==> src/rtl/fig_04b_prefix_ctrl_pkg.sv <==
// Shared opcode constants and classification types for the GSU prefix tracker.
package fig_04b_prefix_ctrl_pkg;

  // High nibbles that identify the register-latching prefixes.
  localparam logic [3:0] OP_TO   = 4'h1;
  localparam logic [3:0] OP_WITH = 4'h2;
  localparam logic [3:0] OP_FROM = 4'hB;

  // Full opcodes of the ALT prefixes; their low two bits are the ALT value.
  localparam logic [7:0] OP_ALT1 = 8'h3D;
  localparam logic [7:0] OP_ALT2 = 8'h3E;
  localparam logic [7:0] OP_ALT3 = 8'h3F;

  // Inclusive branch opcode range.
  localparam logic [7:0] OP_BR_LO = 8'h05;
  localparam logic [7:0] OP_BR_HI = 8'h0F;

  // Prefix-state field widths not tied to the register index parameter.
  localparam int ALT_BITS = 2;

  typedef enum logic [2:0] {
    CLS_TO,
    CLS_WITH,
    CLS_FROM,
    CLS_ALT,
    CLS_BRANCH,
    CLS_PLAIN
  } op_class_e;

  function automatic logic is_branch(input logic [7:0] op);
    return (op >= OP_BR_LO) && (op <= OP_BR_HI);
  endfunction

endpackage

==> src/rtl/fig_04b_prefix_decode.sv <==
// Combinational opcode classifier: given the current prefix state, produces the
// opcode class, the next prefix state and the state the exec stage should see.
module fig_04b_prefix_decode
  import fig_04b_prefix_ctrl_pkg::*;
#(
  parameter int REG_BITS    = 4,
  parameter int BRANCH_KEEP = 1
) (
  input  logic [7:0]          opcode,
  input  logic [REG_BITS-1:0] cur_sreg,
  input  logic [REG_BITS-1:0] cur_dreg,
  input  logic                cur_b,
  input  logic [ALT_BITS-1:0] cur_alt,
  output op_class_e           op_class,
  output logic [REG_BITS-1:0] nxt_sreg,
  output logic [REG_BITS-1:0] nxt_dreg,
  output logic                nxt_b,
  output logic [ALT_BITS-1:0] nxt_alt,
  output logic [REG_BITS-1:0] exe_sreg,
  output logic [REG_BITS-1:0] exe_dreg,
  output logic                exe_b,
  output logic [ALT_BITS-1:0] exe_alt,
  output logic                is_to,
  output logic                is_from,
  output logic                resflags
);

  logic [3:0]          hi;
  logic [REG_BITS-1:0] n;

  assign hi = opcode[7:4];
  assign n  = REG_BITS'(opcode[3:0]);

  // Classify the opcode; with B set, 0x1n/0xBn are MOVE/MOVES, not prefixes.
  always_comb begin
    op_class = CLS_PLAIN;
    if (hi == OP_TO && !cur_b)
      op_class = CLS_TO;
    else if (hi == OP_WITH)
      op_class = CLS_WITH;
    else if (hi == OP_FROM && !cur_b)
      op_class = CLS_FROM;
    else if (opcode == OP_ALT1 || opcode == OP_ALT2 || opcode == OP_ALT3)
      op_class = CLS_ALT;
    else if (is_branch(opcode) && BRANCH_KEEP != 0)
      op_class = CLS_BRANCH;
  end

  // Next state per class; prefixes expose their own update, plain ops expose the old state.
  always_comb begin
    nxt_sreg = cur_sreg;
    nxt_dreg = cur_dreg;
    nxt_b    = cur_b;
    nxt_alt  = cur_alt;
    is_to    = 1'b0;
    is_from  = 1'b0;
    resflags = 1'b0;
    case (op_class)
      CLS_TO: begin
        nxt_dreg = n;
        is_to    = 1'b1;
      end
      CLS_WITH: begin
        nxt_sreg = n;
        nxt_dreg = n;
        nxt_b    = 1'b1;
      end
      CLS_FROM: begin
        nxt_sreg = n;
        is_from  = 1'b1;
      end
      CLS_ALT: begin
        nxt_alt = opcode[ALT_BITS-1:0];
      end
      CLS_BRANCH: begin
        nxt_sreg = cur_sreg;
      end
      default: begin
        nxt_sreg = '0;
        nxt_dreg = '0;
        nxt_b    = 1'b0;
        nxt_alt  = '0;
        resflags = 1'b1;
      end
    endcase
  end

  assign exe_sreg = resflags ? cur_sreg : nxt_sreg;
  assign exe_dreg = resflags ? cur_dreg : nxt_dreg;
  assign exe_b    = resflags ? cur_b    : nxt_b;
  assign exe_alt  = resflags ? cur_alt  : nxt_alt;

endmodule

==> src/rtl/fig_04b_prefix_ctrl.sv <==
// GSU instruction-prefix tracker: holds TO/FROM/WITH/ALT state and presents
// registered exec-stage controls one cycle after each accepted opcode.
module fig_04b_prefix_ctrl
  import fig_04b_prefix_ctrl_pkg::*;
#(
  parameter int REG_BITS    = 4,
  parameter int BRANCH_KEEP = 1
) (
  input  logic                clk,
  input  logic                reset,
  input  logic                op_valid,
  input  logic [7:0]          opcode,
  input  logic                flush,
  output logic                exec_valid,
  output logic [3:0]          instr,
  output logic [3:0]          ha,
  output logic [1:0]          alt,
  output logic                to,
  output logic                from,
  output logic                ssel,
  output logic                dsel,
  output logic [REG_BITS-1:0] sreg,
  output logic [REG_BITS-1:0] dreg,
  output logic                b_flag,
  output logic                resflags
);

  logic [REG_BITS-1:0] st_sreg, st_dreg;
  logic                st_b;
  logic [ALT_BITS-1:0] st_alt;

  op_class_e           op_class;
  logic [REG_BITS-1:0] nxt_sreg, nxt_dreg, exe_sreg, exe_dreg;
  logic                nxt_b, exe_b;
  logic [ALT_BITS-1:0] nxt_alt, exe_alt;
  logic                dec_to, dec_from, dec_res;
  logic                accept;

  assign accept = op_valid && !flush;

  fig_04b_prefix_decode #(
    .REG_BITS   (REG_BITS),
    .BRANCH_KEEP(BRANCH_KEEP)
  ) u_decode (
    .opcode  (opcode),
    .cur_sreg(st_sreg),
    .cur_dreg(st_dreg),
    .cur_b   (st_b),
    .cur_alt (st_alt),
    .op_class(op_class),
    .nxt_sreg(nxt_sreg),
    .nxt_dreg(nxt_dreg),
    .nxt_b   (nxt_b),
    .nxt_alt (nxt_alt),
    .exe_sreg(exe_sreg),
    .exe_dreg(exe_dreg),
    .exe_b   (exe_b),
    .exe_alt (exe_alt),
    .is_to   (dec_to),
    .is_from (dec_from),
    .resflags(dec_res)
  );

  // Prefix state register: flush clears, an accepted opcode loads the decoded next state.
  always_ff @(posedge clk or posedge reset) begin
    if (reset) begin
      st_sreg <= '0;
      st_dreg <= '0;
      st_b    <= 1'b0;
      st_alt  <= '0;
    end else if (flush) begin
      st_sreg <= '0;
      st_dreg <= '0;
      st_b    <= 1'b0;
      st_alt  <= '0;
    end else if (op_valid) begin
      st_sreg <= nxt_sreg;
      st_dreg <= nxt_dreg;
      st_b    <= nxt_b;
      st_alt  <= nxt_alt;
    end
  end

  // Exec-stage register: valid pulses per accepted opcode, payload holds otherwise.
  always_ff @(posedge clk or posedge reset) begin
    if (reset) begin
      exec_valid <= 1'b0;
      instr      <= '0;
      ha         <= '0;
      alt        <= '0;
      to         <= 1'b0;
      from       <= 1'b0;
      ssel       <= 1'b0;
      dsel       <= 1'b0;
      sreg       <= '0;
      dreg       <= '0;
      b_flag     <= 1'b0;
      resflags   <= 1'b0;
    end else begin
      exec_valid <= accept;
      if (accept) begin
        instr    <= opcode[7:4];
        ha       <= opcode[3:0];
        alt      <= exe_alt;
        to       <= dec_to;
        from     <= dec_from;
        ssel     <= (exe_sreg != '0) || exe_b;
        dsel     <= (exe_dreg != '0) || exe_b;
        sreg     <= exe_sreg;
        dreg     <= exe_dreg;
        b_flag   <= exe_b;
        resflags <= dec_res;
      end
    end
  end

endmodule

==> config.mk <==
export PLATFORM = sky130hd
export DESIGN_NAME = fig_04b_prefix_ctrl
export DESIGN_NICKNAME = d
export VERILOG_FILES = /design/src/rtl/fig_04b_prefix_ctrl_pkg.sv /design/src/rtl/fig_04b_prefix_decode.sv /design/src/rtl/fig_04b_prefix_ctrl.sv
export SDC_FILE = /design/constraint.sdc
export NUM_CORES = 1
export LEC_CHECK = 0
export CORE_UTILIZATION = 55
export DETAILED_ROUTE_END_ITERATION = 10
export DONT_BUFFER_PORTS = 1
export MAX_ROUTING_LAYER = met4
export PLACE_DENSITY_LB_ADDON = 0.05
export SLEW_MARGIN = 20
export SYNTH_ARGS = -nofsm -noshare
export SYNTH_HDL_FRONTEND = slang
export SYNTH_SLANG_ARGS = --single-unit
==> constraint.sdc <==
create_clock -name clk -period 2 [get_ports clk]
set_clock_uncertainty 0.15 [all_clocks]
set_input_delay 0.4 -clock clk [delete_from_list [all_inputs] [get_ports clk]]
set_output_delay 0.4 -clock clk [all_outputs]
set_load 0.01 [all_outputs]
==> flow_summary_export.csv <==
group,metric,value,unit
pwr,power_leakage,0.843,nW
floorplan,fp-row-count,20,
final_layout,syn2layout_area_growth,4.51,%
place,dpl_cell_area,0.00179,mm^2
route,initialDrtViolationCount,39,
logic_synthesis,syn_inst,183,
floorplan,fp.coreArea,0.00305,mm^2
clocking,cts.sinks,36,
setup_path,endpoint_kind,"register",
route,drc,0,
final_layout,multi_input_area,768,um^2
sta,finalMaxSlewViolations,0,
clocking,clkLatencyLatePin,0.33,ns
logic_synthesis,synth_area,0.00177,mm^2
place,dpl.cell_count,220,
global_routing,track_usage,24.8,%
global_routing,grt_max_degree,31,
clocking,cts_buffers,5,
place,numPortBuffers,0,
global_routing,first_global_vias,1377,
hold_path,hold_path.class,"in2reg",
clocking,clock-root-buffer,"clkbuf_4",
setup_path,arrival,1.83,ns
clocking,clockBufferDepth,2,
logic_synthesis,synth-edff-count,0,
setup_path,cp_max_fo,8,
logic_synthesis,ys_seq_elements,36,
logic_synthesis,syn_avg_cell_area,9.70,um^2
pwr,power_density,730,mW/mm^2
clocking,cts.clk_slew.worst_paths,0.10,ns
setup_path,path_class,"reg2reg",
route,dr_total_vias,1353,
route,viasPerCell,5.91,
floorplan,io_pins,37,
sta,worst_pin_slew,0.517,ns
global_routing,overflow,0,
pwr,vdd_drop_max,0.500,mV
global_routing,antenna_found_initial,0,
sta,fmax,0.566,GHz
sta,period_share,88.3,%
logic_synthesis,syn-num-nets,195,
logic_synthesis,ys_async_sr_fraction,100,%
sta,hold_violations,0,
sta,rsz0062_at_grt,"no",
setup_path,required,2.06,ns
floorplan,die_h,58.8,um
global_routing,grt_pass1_wl,6.15,mm
logic_synthesis,ys_types,42,
sta,tns,0,ns
floorplan,die-area,0.00346,mm^2
setup_path,startpoint_type,"register",
sta,max_slew_margin,65.1,%
route,avgRoutedWirePerCell,16.0,um
final_layout,fill_cells,272,
floorplan,die_x,58.8,um
place,dpl.hpwl,2.58,mm
final_layout,fin_cells,229,
floorplan,start_util,58.1,%
final_layout,nets,197,
final_layout,stdcell_area,0.00185,mm^2
job,cap_violations,0,
logic_synthesis,ys.flop_type,"dfrtp_1",
final_layout,drive_gt1_share,12.4,%
route,ant_nets,0,
route,drt_wl_total,3.67,mm
logic_synthesis,ys_warn_count,0,
clocking,h-tree-depth,2,
route,drt_first_pass_iters,4,
final_layout,seq_area,901,um^2
final_layout,antenna_cells,0,
run_status,status,"finished, final reports clean",
sta,fin_crit,1.77,ns
sta,setup_viol,0,
place,gp_congestion,0.834,
logic_synthesis,seq_area_frac_synth,50.8,%
clocking,cts_tree,"built",
metal layers:
layer / vias up / track usage, % / wire length (um)
li1: 647 / - / -
met1: 668 / 29.1 / 1670
met2: 33 / 40.1 / 1750
met3: 5 / 7.47 / 199
met4: 0 / 9.52 / 50
met5: - / - / 0
report_power, final:
group / internal [W] / switching (W)
sequential: 0.000780 / 0.0000600
clock: 0.000129 / 0.000226
combinational: 0.0000642 / 0.0000934
state kept, by name (all words and copies together) (netlist names), 2 cells and up:
| name | cells |
|---|---|
| instr | 4 |
| st_sreg | 4 |
| st_alt | 2 |
| ha | 4 |
| sreg | 4 |
| st_dreg | 4 |
| alt | 2 |
| dreg | 4 |
Yosys cell counts, types with 2 or more instances:
master    instances  area, um^2
nand2b_1          5        31.3
a21oi_1           6        30.0
o21ai_0           2        10.0
o31ai_1           2        15.0
or2_1             2        12.5
nand3_1           6        30.0
nand4_1           4        25.0
nor4_1            2        12.5
mux2i_1           6        60.1
o21a_1            2        15.0
buf_6             4        45.0
clkbuf_1          5        18.8
o211ai_1          4        30.0
o21ai_1          16        80.1
buf_2             3        15.0
nand2_1          41         154
nor3_2            3        30.0
inv_1             3        11.3
dfrtp_1          36         901
a32oi_1           2        17.5
nor2_1            7        26.3
buf_4             2        15.0
timing repair:
item	4_1_cts	5_1_grt
buffers inserted	0	0
resized for setup	0	0
hold buffers	2	0
hold endpoints to repair	13	0
critical path: stages, from the launching register on:
cell     delay [ns]
dfrtp_1        0.39
or3b_1         0.39
a21o_1         0.29
o31a_2         0.20
o21ai_1        0.15
a21oi_1        0.09
metrics by stage:
stage               setup WS, ns  total power (W)  utilization (%)  hold slack, ns
CTS                        0.228          0.00137             60.7         0.00500
detailed placement        0.0782          0.00101             58.6          0.0897
global route              0.0561          0.00142             60.7         0.00827
finish                     0.233          0.00135             60.7          0.0143
global placement           0.113          0.00100             58.6          0.0791
floorplan                 0.0554         0.000988                -           0.329
final timing paths:
kind                            from          to  slack, ns  depth (start not counted)
max                             st_b  st_dreg[2]       0.23                          5
min                        opcode[3]       ha[3]       0.01                          2
max reg2reg                     st_b  st_dreg[2]       0.23                          5
min reg2reg                st_alt[0]   st_alt[0]       0.38                          2
max in group asynchronous      reset        dsel       0.75                          3
min in group asynchronous      reset       ha[3]       0.28                          2
cell families after synthesis:
logic type,Yosys count,synth area share [%]
DFF,36,50.8
xor gates and xnor gates,1,0.494
buffers and inverters,17,5.92
and+or+nand+nor,77,21.0
AOI/OAI and AO/OA,45,17.8
muxes,7,4.02
layout make-up:
| class | count | share of cell area [%] |
|---|---|---|
| clock buffer | 6 | 2.23 |
| clock inverter | 1 | 0.270 |
| inverter | 3 | 0.607 |
| multi-input combinational | 130 | 41.4 |
| sequential | 36 | 48.6 |
| tap | 44 | 2.97 |
| timing repair buffer | 9 | 3.91 |
cells in the final DEF (no fill, tap or decap), types with 2 or more instances in the layout:
cell | synthesis | layout
o31ai_1 | 2 | 2
buf_4 | 2 | 7
nor2_1 | 7 | 7
nor4_1 | 2 | 2
clkbuf_4 | 0 | 5
or2_1 | 2 | 2
mux2i_1 | 6 | 6
dfrtp_1 | 36 | 36
nor3_2 | 3 | 3
dlygate4sd3_1 | 0 | 2
nand3_1 | 6 | 6
a21oi_1 | 6 | 6
inv_1 | 3 | 3
o21ai_0 | 2 | 2
nand2_1 | 41 | 41
a32oi_1 | 2 | 2
nand4_1 | 4 | 4
o211ai_1 | 4 | 4
o21a_1 | 2 | 2
nand2b_1 | 5 | 5
o21ai_1 | 16 | 16
(Power assumes the default switching activity.)
